## src/rtl/ps2_scan_code_assembler.sv

```systemverilog
// Turns the PS/2 receiver's byte stream into complete make/break scan-code
// sequences (plain, F0, E0, E0 F0), emitted right-aligned on key_code.
module ps2_scan_code_assembler #(
  parameter logic [31:0] TimeoutCycles = 32'd250000
) (
  input  logic        clk,
  input  logic        rst,
  input  logic [7:0]  byte_data,
  input  logic        byte_valid,
  input  logic        byte_error,
  output logic [23:0] key_code,
  output logic        key_valid,
  output logic        key_break,
  output logic        key_extended,
  output logic        sequence_error,
  output logic        busy
);

  localparam logic [1:0] ST_IDLE    = 2'd0;
  localparam logic [1:0] ST_GOT_E0  = 2'd1;
  localparam logic [1:0] ST_GOT_F0  = 2'd2;
  localparam logic [1:0] ST_GOT_E0F0 = 2'd3;

  localparam logic [7:0] PFX_EXT = 8'hE0;
  localparam logic [7:0] PFX_BRK = 8'hF0;

  logic [1:0]  r_state;
  logic [31:0] r_gap;
  logic [23:0] r_key_code;
  logic        r_key_valid;
  logic        r_key_break;
  logic        r_key_extended;
  logic        r_seq_error;
  logic        r_busy;

  logic [31:0] w_gap_max;
  logic        w_is_prefix;
  logic        w_timeout;
  logic [1:0]  w_next_state;
  logic        w_emit;
  logic [23:0] w_emit_code;
  logic        w_emit_break;
  logic        w_emit_ext;
  logic        w_seq_error;

  assign w_gap_max   = TimeoutCycles - 32'd1;
  assign w_is_prefix = (byte_data == PFX_EXT) || (byte_data == PFX_BRK);
  // A byte arriving on the timeout cycle takes precedence over the timeout.
  assign w_timeout   = (r_state != ST_IDLE) && (r_gap == w_gap_max) && !byte_valid;

  always_comb begin
    w_next_state = r_state;
    w_emit       = 1'b0;
    w_emit_code  = 24'h000000;
    w_emit_break = 1'b0;
    w_emit_ext   = 1'b0;
    w_seq_error  = 1'b0;

    if (byte_error) begin
      w_seq_error  = 1'b1;
      w_next_state = ST_IDLE;
    end else if (byte_valid) begin
      case (r_state)
        ST_IDLE: begin
          if (byte_data == PFX_EXT) begin
            w_next_state = ST_GOT_E0;
          end else if (byte_data == PFX_BRK) begin
            w_next_state = ST_GOT_F0;
          end else begin
            w_emit      = 1'b1;
            w_emit_code = {16'h0000, byte_data};
          end
        end
        ST_GOT_E0: begin
          if (byte_data == PFX_BRK) begin
            w_next_state = ST_GOT_E0F0;
          end else if (byte_data == PFX_EXT) begin
            // Repeated E0 restarts the extended prefix rather than returning to IDLE.
            w_seq_error  = 1'b1;
            w_next_state = ST_GOT_E0;
          end else begin
            w_emit       = 1'b1;
            w_emit_code  = {8'h00, PFX_EXT, byte_data};
            w_emit_ext   = 1'b1;
            w_next_state = ST_IDLE;
          end
        end
        ST_GOT_F0: begin
          w_next_state = ST_IDLE;
          if (w_is_prefix) begin
            w_seq_error = 1'b1;
          end else begin
            w_emit       = 1'b1;
            w_emit_code  = {8'h00, PFX_BRK, byte_data};
            w_emit_break = 1'b1;
          end
        end
        default: begin
          w_next_state = ST_IDLE;
          if (w_is_prefix) begin
            w_seq_error = 1'b1;
          end else begin
            w_emit       = 1'b1;
            w_emit_code  = {PFX_EXT, PFX_BRK, byte_data};
            w_emit_break = 1'b1;
            w_emit_ext   = 1'b1;
          end
        end
      endcase
    end else if (w_timeout) begin
      w_seq_error  = 1'b1;
      w_next_state = ST_IDLE;
    end
  end

  always_ff @(posedge clk) begin
    if (rst) begin
      r_state        <= ST_IDLE;
      r_gap          <= 32'd0;
      r_key_code     <= 24'h000000;
      r_key_valid    <= 1'b0;
      r_key_break    <= 1'b0;
      r_key_extended <= 1'b0;
      r_seq_error    <= 1'b0;
      r_busy         <= 1'b0;
    end else begin
      r_state     <= w_next_state;
      r_busy      <= (w_next_state != ST_IDLE);
      r_key_valid <= w_emit;
      r_seq_error <= w_seq_error;

      if (w_emit) begin
        r_key_code     <= w_emit_code;
        r_key_break    <= w_emit_break;
        r_key_extended <= w_emit_ext;
      end

      // Gap counter only runs while a sequence is partially assembled.
      if (byte_valid || byte_error || (r_state == ST_IDLE)) begin
        r_gap <= 32'd0;
      end else if (r_gap != w_gap_max) begin
        r_gap <= r_gap + 32'd1;
      end
    end
  end

  assign key_code       = r_key_code;
  assign key_valid      = r_key_valid;
  assign key_break      = r_key_break;
  assign key_extended   = r_key_extended;
  assign sequence_error = r_seq_error;
  assign busy           = r_busy;

endmodule

```

## config.mk

```make
export PLATFORM = sky130hd
export DESIGN_NAME = ps2_scan_code_assembler
export DESIGN_NICKNAME = d
export VERILOG_FILES = /design/src/rtl/ps2_scan_code_assembler.sv
export SDC_FILE = /design/constraint.sdc
export NUM_CORES = 1
export LEC_CHECK = 0
export ABC_CLOCK_PERIOD_IN_PS = 3900
export BUFFER_PORTS_ARGS = -buffer_cell sky130_fd_sc_hd__buf_4
export CAP_MARGIN = 20
export CORE_ASPECT_RATIO = 1.5
export CORE_MARGIN = 2
export CORE_UTILIZATION = 28
export CTS_CLUSTER_SIZE = 25
export DETAILED_ROUTE_END_ITERATION = 12
export SLEW_MARGIN = 20
export SYNTH_ARGS = -nofsm -noshare
export SYNTH_HDL_FRONTEND = slang
export SYNTH_SLANG_ARGS = --single-unit
export TNS_END_PERCENT = 100
```

## constraint.sdc

```tcl
create_clock -name clk -period 3.9 [get_ports clk]
set_clock_uncertainty 0.1 [all_clocks]
set_input_delay 0.39 -clock clk [delete_from_list [all_inputs] [get_ports clk]]
set_output_delay 0.39 -clock clk [all_outputs]
set_load 0.02 [all_outputs]
```

==> metrics.cfg, run 1 <==
[setup_path]
worst-path-max-fanout=16
cp.arrival_ns=2.49
start_kind=register
crit_type=register to register
worstPathRequired_ns=4.01
worst_setup_path_end_kind=register

[placed_design]
place_congestion=0.726
pre_cts_ws_ns=1.45
placed_cells=398
dp.final_hpwl_um=3800
port_buffers=31

[timing]
setup_ws_ns=1.53
setup_violations=0
setup_tns_ns=0
rsz0062_at_grt=no
slew_headroom_pct=48.7
period_share_pct=60.8
drv_slew=0
max_freq_mhz=421
tightest_slew_ns=0.768
hold_viol=0
min_period_ns=2.37

[grt]
gr-total-overflow=0
grt_max_degree=31
antenna_found_initial=0
grt_pass1_wl_um=9450
track_usage_pct=12.1
grt_pass1_vias=2093

[status]
outcome=complete, no violations

[synthesis]
yosys_warnings=0
synth-compound-area-share_pct=18.0
synth_seq_cells=50
synth-edff-count=0
syn_area_sq_um=2450
ys.flop_type=dfxtp_1
ys_types=49
seq_area_frac_synth_pct=40.9
synth-xor-area-share_pct=3.22
netlist_instances=282
synth-async-reset-ratio_pct=0
synthAdderAreaFrac_pct=0.512
synthMuxAreaShare_pct=0.409
synth-simple-area-share_pct=28.4
synth.avg_cell_area_sq_um=8.67
synth_top_family_by_area=simple AND/OR/NAND/NOR gates

[floorplanning]
die_h_um=118
rows=41
chipWidth_um=80.3
start_util_pct=28.9
die-area_sq_um=9520
io_pins=41
core_sq_um=8460

[drt]
wl_um=5340
drc=0
drt_pass1_iterations=4
wire_per_inst_um=13.2
vias=2098
dr.first_iter.drc_count=138
antenna_left=0
viasPerCell=5.18

[power_and_ir_drop]
vdd_drop_max_mv=0.169
leakagePower_nw=0.965
powerDensity_nw_per_um2=378
total_power_mw=1.07

[clock_tree]
h-tree-depth=2
cts.sinks=50
ctsHoldBuffers=0
clkTransAtPathRegs_ns=0.06
cts_setup_buffers=0
cts_tree=built
clock_latency_ns=0.28
cts_buffers=5
cts_resized=0
clk_path_buf_depth=2
root_buffer=clkbuf_16

[finish]
fillerInstances=885
final_common_cell=dfxtp_1
final_cells=405
layout.nets=311
layout_common_cells=dfxtp_1, nand2_1, a21oi_1, buf_4, or4_1
area_growth_pct=15.7
seq_area_sq_um=1000
diodes=0
multiInputGateArea_sq_um=1280
post_route_cells_drive_above_1_share_pct=16.4

[flow_run]
cap_violations=0

[worst_hold_path]
worstHoldPathType=primary input to register

## per-layer routing
metal / track usage, % / routed length (um) / share of wire, %
met1: 14.1 / 2210 / 41
met4: 4.45 / 92 / 1.7
met2: 21.3 / 2800 / 53
met3: 2.52 / 234 / 4.4
met5: 0 / 0 / 0
## area by class of cell
type / count / area share (%)
multi-input cells: 207 / 45.3
flip-flops and latches: 50 / 35.4
repair buffers: 31 / 8.22
clock buffers: 6 / 4.91
well taps: 107 / 4.73
clock inverters: 1 / 1.06
inverters: 3 / 0.398
## flip-flops by register name, indices dropped and copies added (netlist names)
signal          flops
r_gap              32
key_code           11
r_state             2
busy                1
key_break           1
key_extended        1
key_valid           1
sequence_error      1
## per-stage QoR
stage / utilization [%] / area (sq um) / hold slack (ns)
global placement: 31.3 / 2650 / 0.343
floorplan: - / 2480 / 0.347
finish: 33.4 / 2830 / 0.258
CTS: 33.3 / 2820 / 0.254
global route: 33.4 / 2830 / 0.263
detailed placement: 31.3 / 2650 / 0.351
## final timing paths
kind | startpoint | endpoint | slack (ns) | depth (start not counted)
worst min-delay path | byte_data[4] | r_state[1]$_SDFF_PP0_ | 0.26 | 2
worst max-delay path | r_gap[0]$_SDFFE_PP0P_ | r_gap[24]$_SDFFE_PP0P_ | 1.53 | 5
worst max register to register | r_gap[0]$_SDFFE_PP0P_ | r_gap[24]$_SDFFE_PP0P_ | 1.53 | 5
worst min register to register | key_code[7]$_SDFFE_PP0P_ | key_code[7]$_SDFFE_PP0P_ | 0.36 | 2
## critical path, stage by stage (launching register included)
cell,delay (ns)
dfxtp_1,0.38
ha_1,0.23
and4_1,0.34
nand3_1,0.47
or4_1,0.64
a21oi_1,0.14
## synth_stat cells, drive strengths merged, types with 3 or more instances
cell type / n / area share (%)
xor2: 9 / 3.2
or4: 17 / 5.2
inv: 3 / 0.46
nand4: 10 / 3.2
o31ai: 13 / 4.0
clkbuf: 8 / 1.2
or3: 8 / 2.0
nand3: 13 / 2.7
dfxtp: 50 / 41
and4: 6 / 2.1
nand2: 33 / 5.1
o21a: 3 / 0.92
a21oi: 34 / 7.3
buf: 22 / 6.7
nor4: 4 / 1.9
o21ai: 5 / 1.0
nor2: 15 / 2.3
## report_power, final
part	switching, mW	total [mW]	internal (mW)	leakage [nW]
sequential	0.00284	0.519	0.516	0.404
combinational	0.0334	0.0541	0.0207	0.478
clock	0.181	0.498	0.317	0.0829
total	0.218	1.07	0.853	0.965
## kinds of logic after synthesis
group	count (synthesis)
other	1
DFF	50
AOI/OAI and AO/OA	68
buffers and inverters	33
and+or+nand+nor	119
xor gates and xnor gates	9
muxes	1
adders and majority gates	1
No activity file was read; power rests on OpenSTA's default activity.
==> run 2: changes to the inputs <==
Settings changed: ABC_CLOCK_PERIOD_IN_PS 3900 to 2000.
Clock period 3.9 ns to 2 ns, I/O delays scaled along.
==> run 2 against run 1 <==
Compared with the run above:
- worst setup slack worse by 1.4 ns
- die area stayed put
- cell count is 4.7% higher
- register-to-register slack worse by 1.4 ns
- highest routed layer unchanged
- global-route usage is 0.39 points higher
==> metrics.cfg, run 2 (synthesis results as in run 1) <==
[status]
outcome=complete, no violations

[clock_tree]
root_buffer=clkbuf_16
h-tree-depth=2
clock_latency_ns=0.29
cts_buffers=5
cts.sinks=50
cts_tree=built
ctsHoldBuffers=0
clk_path_buf_depth=2
cts_resized=0
clkTransAtPathRegs_ns=0.07
cts_setup_buffers=0

[finish]
layout_common_cells=dfxtp_1, buf_4, nand2_1, a21oi_1, or4_1
largest_reg_flops=32
diodes=0
fillerInstances=877
layout.nets=329
post_route_cells_drive_above_1_share_pct=21.5
finalInstanceArea_sq_um=2960
area_growth_pct=21.1
final_common_cell=dfxtp_1
top_register=r_gap

[grt]
grt_pass1_vias=2153
use_met1_pct=14.0
grt_pass1_wl_um=9680
grtUsageMet2_pct=21.8
track_usage_pct=12.5
use_met3_pct=3.05
grt.busiest_layer=met2
antenna_found_initial=0
grt_max_degree=23
gr-total-overflow=0

[setup_path]
start_kind=register
worst_setup_path_end_kind=register
worstPathRequired_ns=2.08
crit_type=register to register
slowest_delay_ns=0.59
crit_chain=or4_1 -> nor4_4 -> buf_4 -> a21oi_2 -> or2_1
cp.arrival_ns=1.97
slowest_stage=or4_1
worst-path-max-fanout=12

[power_and_ir_drop]
swShare_pct=20.9
powerDensity_nw_per_um2=697
vdd_drop_max_mv=0.305
leakagePower_nw=1.05
p_switching_uw=433
pwr-share-seq_pct=49.0
clkPwrFrac_pct=45.9
power.internal_mw=1.63
combPwrFrac_pct=5.1

[drt]
dr.first_iter.drc_count=80
viasPerCell=5.13
antenna_left=0
vias=2177
wl_um=5630
drt_pass1_iterations=4
wire_per_inst_um=13.3
drc=0

[timing]
period_share_pct=94.8
max_freq_mhz=527
setup_violations=0
setup_tns_ns=0
hold_viol=0
drv_slew=0
setup_ws_ns=0.104
min_period_ns=1.90
rsz0062_at_grt=no

[placed_design]
place_congestion=0.793
dp.final_hpwl_um=4110
pre_cts_ws_ns=0.106
port_buffers=31
place_area_sq_um=2780

[floorplanning]
io_pins=41
rows=41
die-area_sq_um=9520
core_sq_um=8460
die_h_um=118
start_util_pct=28.9
chipWidth_um=80.3

[worst_hold_path]
worstHoldPathType=primary input to register

[flow_run]
cap_violations=0

-- run 2: final timing paths --
| path | from | endpoint | slack [ns] | cells past startpoint |
|---|---|---|---|---|
| min | byte_data[4] | r_state[1]$_SDFF_PP0_ | 0.05 | 2 |
| min reg2reg | key_code[4]$_SDFFE_PP0P_ | key_code[4]$_SDFFE_PP0P_ | 0.36 | 2 |
| max reg2reg | r_gap[21]$_SDFFE_PP0P_ | busy$_SDFF_PP0_ | 0.10 | 5 |
| max | r_gap[21]$_SDFFE_PP0P_ | busy$_SDFF_PP0_ | 0.10 | 5 |
-- run 2: power groups by stage --
stage	clock, mW	combinational [mW]	sequential (mW)
after floorplan	0	0.0636	1.05
final	0.948	0.106	1.01
after detailed placement	0	0.107	1.03
after global routing	1.02	0.116	1.01
after CTS	0.970	0.107	1.01
after global placement	0	0.106	1.03
-- run 2: cell type report --
| cell class | count | area (sq um) | area share, % |
|---|---|---|---|
| clock buffers | 5 | 125 | 4.22 |
| clock inverters | 3 | 40.0 | 1.35 |
| inverters | 3 | 11.3 | 0.380 |
| multi-input cells | 207 | 1280 | 43.3 |
| flip-flops and latches | 50 | 1000 | 33.8 |
| well taps | 107 | 134 | 4.52 |
| repair buffers | 49 | 368 | 12.4 |
-- run 2: metal layers --
layer  vias up  wire length (um)
met5         -                 0
met4         0               114
met3        10               260
met2        54              2970
met1      1033              2280
li1       1080                 -
-- run 2: metrics by stage --
step	power [mW]	utilization [%]	hold slack, ns	std cells
6_report	2.07	35.0	0.0544	424
5_1_grt	2.14	35.0	0.0526	424
4_1_cts	2.09	34.8	0.0485	424
3_5_place_dp	1.14	32.9	0.349	416
3_3_place_gp	1.14	32.9	0.339	416
2_1_floorplan	1.11	-	0.233	290
-- run 2: worst max-delay path, delay by kind of cell, from the launching register on --
kind | cells | cell delay, ns
AOI/OAI and AO/OA | 1 | 0.07
buffers and inverters | 1 | 0.24
DFF | 1 | 0.36
and+or+nand+nor | 3 | 1.03
